==> src/rtl/jtframe_pxl_reduce.sv <==
// Colour-depth reducer: narrows wi-bit RGB components to wo bits, with 2x2 ordered dither.
// Latency: 2 cen cycles on rgb_out, hs_out, vs_out, lhbl_out and lvbl_out.
// Backpressure: none; every register advances only on cen and holds while cen=0.
//
// Optional feature macro: JTFRAME_DITHER_EN
//   defined   -> 2x2 ordered dither, phase alternated each frame (col/row/frame counters)
//   undefined -> round to nearest, no phase counters
//
// Ports:
//   clk, rst_n          clock, asynchronous active-low reset
//   cen                 pixel clock enable
//   hs, vs              sync inputs
//   lhbl, lvbl          blanking inputs, active low (1 = active pixel/line)
//   rgb_in  [3*wi]      {r,g,b} wide colour
//   rgb_out [3*wo]      {r,g,b} reduced colour, forced to 0 during blanking
//   hs_out, vs_out,
//   lhbl_out, lvbl_out  sync/blanking delayed to stay aligned with rgb_out
module jtframe_pxl_reduce #(
  parameter int wi = 8,
  parameter int wo = 5
) (
  input  logic            clk,
  input  logic            rst_n,
  input  logic            cen,
  input  logic            hs,
  input  logic            vs,
  input  logic            lhbl,
  input  logic            lvbl,
  input  logic [3*wi-1:0] rgb_in,
  output logic [3*wo-1:0] rgb_out,
  output logic            hs_out,
  output logic            vs_out,
  output logic            lhbl_out,
  output logic            lvbl_out
);

  localparam int d = wi - wo;

  // Stage 1 registers
  logic [3*wi-1:0] s1_rgb;
  logic            s1_hs;
  logic            s1_vs;
  logic            s1_lhbl;
  logic            s1_lvbl;

  // Offset added to every component before truncation (d bits wide)
  logic [d-1:0] offset;

`ifdef JTFRAME_DITHER_EN
  logic       col;
  logic       row;
  logic       frame;
  logic       lhbl_l;
  logic       lvbl_l;
  logic [1:0] s1_idx;

  // Bayer 2x2 value scaled to the dropped bits: (B * 2^d) >> 2.
  // B <= 3, so B << d fits in d+2 bits and the result fits in d bits.
  function automatic logic [d-1:0] bayer_off(input logic [1:0] idx);
    logic [d+1:0] b;
    logic [d+1:0] scaled;
    b = '0;
    case (idx)
      2'b00:   b[1:0] = 2'd0;
      2'b01:   b[1:0] = 2'd2;
      2'b10:   b[1:0] = 2'd3;
      default: b[1:0] = 2'd1;
    endcase
    scaled = (b << d) >> 2;
    return scaled[d-1:0];
  endfunction

  // Phase counters. Edges are detected against the lhbl/lvbl seen on the previous cen.
  // On a simultaneous lhbl/lvbl fall the row clear takes priority over the toggle.
  always_ff @(posedge clk or negedge rst_n) begin
    if (!rst_n) begin
      col    <= 1'b0;
      row    <= 1'b0;
      frame  <= 1'b0;
      lhbl_l <= 1'b0;
      lvbl_l <= 1'b0;
      s1_idx <= 2'b00;
    end else if (cen) begin
      lhbl_l <= lhbl;
      lvbl_l <= lvbl;
      col    <= lhbl ? ~col : 1'b0;
      if (!lvbl)
        row <= 1'b0;
      else if (lhbl_l && !lhbl)
        row <= ~row;
      if (lvbl_l && !lvbl)
        frame <= ~frame;
      // Index uses the counter values that belong to the pixel being captured
      s1_idx <= {row ^ frame, col};
    end
  end

  always_comb begin
    offset = bayer_off(s1_idx);
  end
`else
  // Round to nearest: half of the weight of the dropped bits
  always_comb begin
    offset        = '0;
    offset[d-1]   = 1'b1;
  end
`endif

  always_ff @(posedge clk or negedge rst_n) begin
    if (!rst_n) begin
      s1_rgb  <= '0;
      s1_hs   <= 1'b0;
      s1_vs   <= 1'b0;
      s1_lhbl <= 1'b0;
      s1_lvbl <= 1'b0;
    end else if (cen) begin
      s1_rgb  <= rgb_in;
      s1_hs   <= hs;
      s1_vs   <= vs;
      s1_lhbl <= lhbl;
      s1_lvbl <= lvbl;
    end
  end

  // Per-component add, saturate on carry-out, keep the top wo bits
  logic [3*wo-1:0] reduced;

  for (genvar i = 0; i < 3; i++) begin : g_comp
    logic [wi:0] sum;
    logic        unused_lsb;

    assign sum        = {1'b0, s1_rgb[i*wi +: wi]} + {{(wi+1-d){1'b0}}, offset};
    assign unused_lsb = ^sum[d-1:0];
    assign reduced[i*wo +: wo] = sum[wi] ? {wo{1'b1}} : sum[wi-1:d];
  end

  always_ff @(posedge clk or negedge rst_n) begin
    if (!rst_n) begin
      rgb_out  <= '0;
      hs_out   <= 1'b0;
      vs_out   <= 1'b0;
      lhbl_out <= 1'b0;
      lvbl_out <= 1'b0;
    end else if (cen) begin
      rgb_out  <= (s1_lhbl && s1_lvbl) ? reduced : '0;
      hs_out   <= s1_hs;
      vs_out   <= s1_vs;
      lhbl_out <= s1_lhbl;
      lvbl_out <= s1_lvbl;
    end
  end

endmodule

==> config.mk <==
export PLATFORM = sky130hd
export DESIGN_NAME = jtframe_pxl_reduce
export DESIGN_NICKNAME = d
export VERILOG_FILES = /design/src/rtl/jtframe_pxl_reduce.sv
export SDC_FILE = /design/constraint.sdc
export NUM_CORES = 1
export LEC_CHECK = 0
export ABC_CLOCK_PERIOD_IN_PS = 2450
export BUFFER_PORTS_ARGS = -buffer_cell sky130_fd_sc_hd__buf_2
export CAP_MARGIN = 0
export CORE_MARGIN = 5
export CORE_UTILIZATION = 55
export DETAILED_ROUTE_END_ITERATION = 6
export PLACE_DENSITY = 0.83
export SYNTH_ARGS = -nofsm -noshare
export SYNTH_HDL_FRONTEND = slang
export SYNTH_SLANG_ARGS = --single-unit
==> constraint.sdc <==
create_clock -name clk -period 2.45 [get_ports clk]
set_clock_uncertainty 0.05 [all_clocks]
set_input_delay 0.49 -clock clk [delete_from_list [all_inputs] [get_ports clk]]
set_output_delay 0.49 -clock clk [all_outputs]
set_load 0.02 [all_outputs]
# Word-level counts from Yosys, hierarchy flattened
# Cells that the tools add are included.
# classes
addsub	3
muxes	4
n_reduce_logical	1
# ops
cell	n
adder 8 x 3 -> 9 bit (second input constant)	3
two-way mux 15 bit	1
two-way mux 5 bit	3
logical AND 1 bit	1
# word_totals
ff_bits	47
inputBits	31
out_inout_bits	19
wordCells	18

# Longest topological paths before layout
# Gate-level depths: netlist of the first run.
# depth
word_depth	3
ltp_mapped	5
ltp_nobuf	4

# Worst setup path before layout of the first run
# Ideal clock, no wire load.
# synth_timing
path_kind	input port to flip-flop
start	input port cen
end	register rgb_out[2]
setup_time_ps	141
t_arrival_ps	1090
t_required_ps	2259
path_slack_ps	1169
cell_stages	5
path_buffers	2
cell_sequence	buf_4 > and3_1 > buf_2 > nand3_1 > o221ai_1
# synth_rtl
item	line_no	rtl
from (decl)	24	input logic cen,
to (signal assigned)	145	rgb_out <= (s1_lhbl && s1_lvbl) ? reduced : '0;
to (decl)	30	output logic [3*wo-1:0] rgb_out,

# Worst setup path in the final report of the first run
# layout_timing
start	register rgb_out[4]
end	output port rgb_out[4]
# No word-level cell between the ends.

==> results.py, run 1 <==
metrics = {
    "synthesis": {
        "synth_cell_type_count": 30,
        "synthFlopType": "dfrtp_1",
        "synth_compound_area_share_pct": 14.9,
        "syn-num-nets": 179,
        "yosysTopAreaCell": "dfrtp_1",
        "netlist_area_um2": 1830,
        "synthArstFlopShare_pct": 100,
        "ys_ff_latch": 41,
        "synthAdderAreaFrac_pct": 2.06,
        "synth_top_family_by_area": "compound AO/OA/AOI/OAI gates",
        "yosys_warnings": 0,
        "ys_seq_area_share_pct": 56.2,
        "avgSynthCellArea_um2": 12.6,
        "synth-edff-count": 0,
        "synthMuxAreaShare_pct": 13.6,
        "synth-simple-area-share_pct": 7.75,
        "synth_area_leaders": "dfrtp_1, mux2_2, o2bb2ai_1, a22o_1, ha_1",
        "synth_xor_area_share_pct": 1.44,
        "synthCells": 145,
        "synth_top_cell_area_share_pct": 56.2,
    },
    "floorplanning": {
        "row_count": 21,
        "initial_core_util_pct": 55.6,
        "fp.coreArea_um2": 3280,
        "dieArea_um2": 4570,
        "io_pins": 50,
        "die_h_um": 67.6,
        "fp.dieW_um": 67.6,
    },
    "grt": {
        "grt-ovfl-total": 0,
        "grt_max_degree": 42,
        "antenna_found_initial": 0,
        "grt_pass1_wl_mm": 6.55,
        "gr-usage-all-layers_pct": 19.7,
        "grt_pass1_vias": 1443,
    },
    "power_and_ir_drop": {
        "pwr-share-seq_pct": 52.8,
        "power.switching_mw": 0.421,
        "pwr-share-comb_pct": 17.6,
        "internal_power_mw": 1.11,
        "report.power.total_mw": 1.53,
        "clkPwrFrac_pct": 29.6,
        "irDropWorstVdd_uv": 508,
        "power_leakage_nw": 1.03,
        "p_sw_share_pct": 27.5,
        "p_per_area_nw_per_um2": 715,
    },
    "route": {
        "ant_nets": 0,
        "wl_per_cell_um": 16.2,
        "vias_per_cell": 5.67,
        "drtIter0Drc": 102,
        "via_count": 1339,
        "first_pass_iters": 4,
        "drc": 0,
        "routed_wl_mm": 3.82,
    },
    "timing": {
        "tightest_slew_ps": 871,
        "drv_slew": 0,
        "rsz0062_at_grt": "no",
        "fin_crit_sh_pct": 59.5,
        "setup_viol": 0,
        "fin_setup_tns_ps": 0,
        "fmax_mhz": 686,
        "relSlewSlack_pct": 41.9,
        "finalCriticalPeriod_ps": 1460,
        "hold_violations": 0,
    },
    "clocking": {
        "cts_resized": 0,
        "clk_latency_ps": 340,
        "numCtsBuffers": 5,
        "h-tree-depth": 2,
        "clk_pin_slew_worst_paths_ps": 120,
        "ctsHoldBuffers": 0,
        "cts_tree": "done",
        "cts_sinks": 41,
        "clockBufferDepth": 2,
        "post_cts_buffers": 0,
        "root_buffer": "clkbuf_4",
    },
    "worst_setup_path": {
        "reg2reg_to": "rgb_out[12]$_DFFE_PN0P_",
        "crit_type": "flop to output pin",
        "cp.arrival_ps": 920,
        "critPathTopFamily": "flip-flops",
        "rr_startpoint": "s1_rgb[18]$_DFFE_PN0P_",
        "ff2ff_path_depth": 4,
        "crit_required_ps": 1910,
        "path_buf_inv": 1,
        "cp_cell_sequence": "buf_2",
        "crit_fanout": 2,
        "cp_slowest_cell": "dfrtp_1",
        "start_kind": "flop",
        "end_kind": "output pin",
        "rrSetupSlack_ps": 1030,
        "max_stage_delay_ps": 410,
    },
    "layout": {
        "fin_util_pct": 65.3,
        "drive_gt1_share_pct": 40.0,
        "fillCellCount": 268,
        "final_cell_mix": "buf_2, dfrtp_1, mux2_2",
        "antennaDiodeCount": 0,
        "fin_cells": 236,
        "layout_commonest_cell": "buf_2",
        "fin_nets": 223,
        "area_delta_synth_final_pct": 17.4,
    },
    "status": {
        "status": "complete, no violations",
    },
    "job": {
        "maxCapViolations": 0,
    },
    "min_path": {
        "hold_class": "primary input to asynchronous set/reset pin",
    },
    "place": {
        "portBuffers": 43,
        "dp_hpwl_mm": 2.81,
        "gp_congestion": 0.799,
        "dpl.cell_count": 228,
    },
}
-- cell type report --
cell class              instances  area, um^2  area share (%)
multi-input cells              90         726            33.9
well taps                      46        57.6            2.69
clock buffers                   7        55.1            2.57
inverters                       7        26.3            1.23
repair buffers                 44         223            10.4
flip-flops and latches         41        1030            47.9
clock inverters                 1        30.0            1.40
-- Yosys cell counts (all sizes together), types with 2 or more instances --
library cell / number
a21oi: 7
a22o: 5
a31oi: 5
a41o: 2
and3: 3
and4: 3
buf: 6
dfrtp: 41
ha: 3
inv: 7
mux2: 22
nand2: 4
nand3: 7
nor2: 4
nor2b: 2
o21ai: 5
o221ai: 2
o2bb2ai: 8
xnor2: 2
-- state kept, by name (all words and copies together), names as in the netlist --
signal,count
vs_out,1
s1_rgb,18
hs_out,1
s1_hs,1
s1_lhbl,1
rgb_out,15
lhbl_out,1
lvbl_out,1
s1_lvbl,1
s1_vs,1
-- worst max path at each step --
stage / startpoint / end / slack, ps / depth (start not counted)
after global routing: lhbl_out$_DFFE_PN0P_ / lhbl_out / 930 / 1
final: rgb_out[4]$_DFFE_PN0P_ / rgb_out[4] / 990 / 1
after floorplan: cen / rgb_out[2]$_DFFE_PN0P_ / 1170 / 5
after detailed placement: cen / rgb_out[9]$_DFFE_PN0P_ / 800 / 4
after global placement: cen / s1_rgb[20]$_DFFE_PN0P_ / 840 / 3
after CTS: rgb_out[4]$_DFFE_PN0P_ / rgb_out[4] / 980 / 1
-- logic make-up after synthesis --
| family | count (synthesis) |
|---|---|
| xor+xnor | 3 |
| flops | 41 |
| mux | 22 |
| fa+ha+maj | 3 |
| compound gates | 37 |
| simple gates | 25 |
| buf+inv | 14 |
-- metrics by stage --
stage | area, um^2 | setup slack, ps | hold WS, ps
4_1_cts | 2140 | 976 | 225
6_report | 2140 | 993 | 197
5_1_grt | 2140 | 931 | 265
3_5_place_dp | 2060 | 803 | 419
3_3_place_gp | 2060 | 838 | 417
2_1_floorplan | 1830 | 1170 | 144
-- layer usage --
layer,vias up,share of wire [%],global-route usage (%)
li1,629,-,-
met1,647,42,23.3
met2,53,49,31.5
met3,10,6.8,7.99
met4,0,2.0,8.35
met5,-,0,0
-- power by group through the flow --
stage | sequential, mW | combinational [mW] | clock (mW)
2_1_floorplan | 0.849 | 0.140 | 0
3_3_place_gp | 0.813 | 0.260 | 0
3_5_place_dp | 0.821 | 0.273 | 0
4_1_cts | 0.808 | 0.274 | 0.465
5_1_grt | 0.821 | 0.300 | 0.506
6_report | 0.809 | 0.269 | 0.453
(Power assumes the default switching activity.)
==> run 2, diff against run 1 <==
ABC_CLOCK_PERIOD_IN_PS = 1300   (was 2450)
CORE_UTILIZATION = 46   (was 55)
PLACE_DENSITY = 0.74   (was 0.83)
clock period = 1.3 ns   (was 2.45 ns; I/O delays follow)
==> run 2 against run 1 <==
Against the previous run:
- total power increased by 90%
- highest routed layer unchanged
- critical endpoint is now rgb_out[8]$_DFFE_PN0P_
- worst setup slack got worse by 950 ps
- die area increased by 17%
- critical path type is now flop to flop
==> results.py, run 2 (synthesis results as in run 1) <==
metrics = {
    "min_path": {
        "holdPathEnd": "s1_rgb[7]$_DFFE_PN0P_",
        "holdPathStages": 3,
        "worstHoldStart": "rgb_in[7]",
        "hold_class": "primary input to flop",
    },
    "timing": {
        "drv_slew": 0,
        "hold_violations": 0,
        "relSlewSlack_pct": 71.5,
        "tightest_slew_ps": 427,
        "fin_setup_tns_ps": 0,
        "finalCriticalPeriod_ps": 1260,
        "setup_viol": 0,
        "fin_crit_sh_pct": 96.8,
        "rsz0062_at_grt": "yes",
        "fmax_mhz": 795,
    },
    "floorplanning": {
        "fp.dieW_um": 73.0,
        "row_count": 22,
        "die_h_um": 73.0,
        "initial_core_util_pct": 48.8,
        "io_pins": 50,
        "dieArea_um2": 5330,
        "fp.coreArea_um2": 3740,
    },
    "route": {
        "ant_nets": 0,
        "routed_wl_mm": 4.05,
        "drtIter0Drc": 55,
        "wl_per_cell_um": 16.4,
        "via_count": 1388,
        "drc": 0,
        "first_pass_iters": 4,
        "vias_per_cell": 5.62,
    },
    "layout": {
        "antennaDiodeCount": 0,
        "register_area_um2": 1030,
        "fin_cells": 247,
        "top_register": "s1_rgb",
        "finalInstanceArea_um2": 2280,
        "fin_nets": 232,
        "drive_gt1_share_pct": 45.2,
        "area_delta_synth_final_pct": 25.1,
        "reg_top3": "s1_rgb: 18 flops, rgb_out: 15 flops",
        "final_cell_mix": "buf_2, dfrtp_1, mux2_2",
        "multi_input_area_um2": 771,
        "layout_commonest_cell": "buf_2",
        "largest_reg_flops": 18,
        "fillCellCount": 332,
    },
    "clocking": {
        "clk_pin_slew_worst_paths_ps": 80,
        "cts_tree": "done",
        "h-tree-depth": 2,
        "clockBufferDepth": 2,
        "cts_sinks": 41,
        "clk_latency_ps": 290,
        "root_buffer": "clkbuf_8",
        "numCtsBuffers": 5,
    },
    "worst_setup_path": {
        "rrSetupSlack_ps": 40,
        "crit_type": "flop to flop",
        "rr_startpoint": "s1_rgb[11]$_DFFE_PN0P_",
        "crit_required_ps": 1430,
        "ff2ff_path_depth": 4,
        "start_kind": "flop",
        "cp.arrival_ps": 1390,
        "crit_fanout": 5,
        "reg2reg_to": "rgb_out[8]$_DFFE_PN0P_",
        "end_kind": "flop",
    },
    "power_and_ir_drop": {
        "irDropWorstVdd_uv": 812,
        "power_leakage_nw": 1.08,
        "p_per_area_nw_per_um2": 1270,
    },
    "grt": {
        "use_met1_pct": 19.4,
        "grt_max_degree": 27,
        "grt_pass1_vias": 1395,
        "antenna_found_initial": 0,
        "grt_use_met3_pct": 4.96,
        "gr-usage-all-layers_pct": 16.8,
        "grt_use_met2_pct": 27.7,
        "top_usage_layer": "met2",
        "grt_pass1_wl_mm": 6.65,
        "grt-ovfl-total": 0,
    },
    "status": {
        "status": "complete, no violations",
    },
    "job": {
        "maxCapViolations": 0,
    },
    "place": {
        "dp_hpwl_mm": 2.95,
        "gp_congestion": 0.874,
        "dpl.cell_count": 236,
        "portBuffers": 43,
        "place_area_um2": 2130,
    },
}
## run 2: area by class of cell
cell class	count	share of cell area, %
clock buffer	6	3.18
clock inverter	2	0.438
inverter	7	1.15
multi-input combinational	90	33.8
sequential	41	44.9
tap	48	2.63
timing repair buffer	53	13.9
## run 2: worst max-delay path by stage
| stage | start | to | depth (start not counted) |
|---|---|---|---|
| floorplan | s1_rgb[18]$_DFFE_PN0P_ | rgb_out[12]$_DFFE_PN0P_ | 4 |
| global placement | s1_rgb[19]$_DFFE_PN0P_ | rgb_out[12]$_DFFE_PN0P_ | 4 |
| detailed placement | s1_rgb[19]$_DFFE_PN0P_ | rgb_out[13]$_DFFE_PN0P_ | 4 |
| CTS | s1_rgb[19]$_DFFE_PN0P_ | rgb_out[13]$_DFFE_PN0P_ | 4 |
| global route | s1_lvbl$_DFFE_PN0P_ | rgb_out[14]$_DFFE_PN0P_ | 3 |
| finish | s1_rgb[11]$_DFFE_PN0P_ | rgb_out[8]$_DFFE_PN0P_ | 4 |
## run 2: metrics by stage
step | hold slack, ps | setup WS [ps] | power [mW] | util (%)
2_1_floorplan | -85.6 | 64.3 | 1.86 | -
3_3_place_gp | 139 | 22.2 | 2.06 | 56.9
3_5_place_dp | 153 | -15.8 | 2.09 | 56.9
4_1_cts | 124 | 1.64 | 2.90 | 59.7
5_1_grt | 122 | -21.2 | 3.08 | 61.0
6_report | 124 | 41.8 | 2.90 | 61.0
## run 2: critical path, stage by stage (launching register included)
cell and delay (ps):
dfrtp_1 420, ha_4 180, and4_4 240, a21oi_1 70
a22o_1 190
## run 2: what timing repair did
item | 4_1_cts | 5_1_grt
setup buffers | 0 | 2
endpoints found under the setup margin | 5 | 8
endpoints found under the hold margin | 15 | 0
hold buffers | 1 | 0
pin swaps | 0 | 2
resized for setup | 4 | 5
## run 2: layer usage
metal	wire, um	vias to the layer above
met5	0	-
met4	122	0
met3	334	15
met2	1980	59
met1	1610	672
li1	-	642
## run 2: power breakdown
| part | switching [mW] | leakage (nW) | total (mW) | internal (mW) |
|---|---|---|---|---|
| clock network | 0.421 | 0.0450 | 0.793 | 0.372 |
| registers | 0.125 | 0.509 | 1.53 | 1.41 |
| logic | 0.297 | 0.526 | 0.581 | 0.284 |
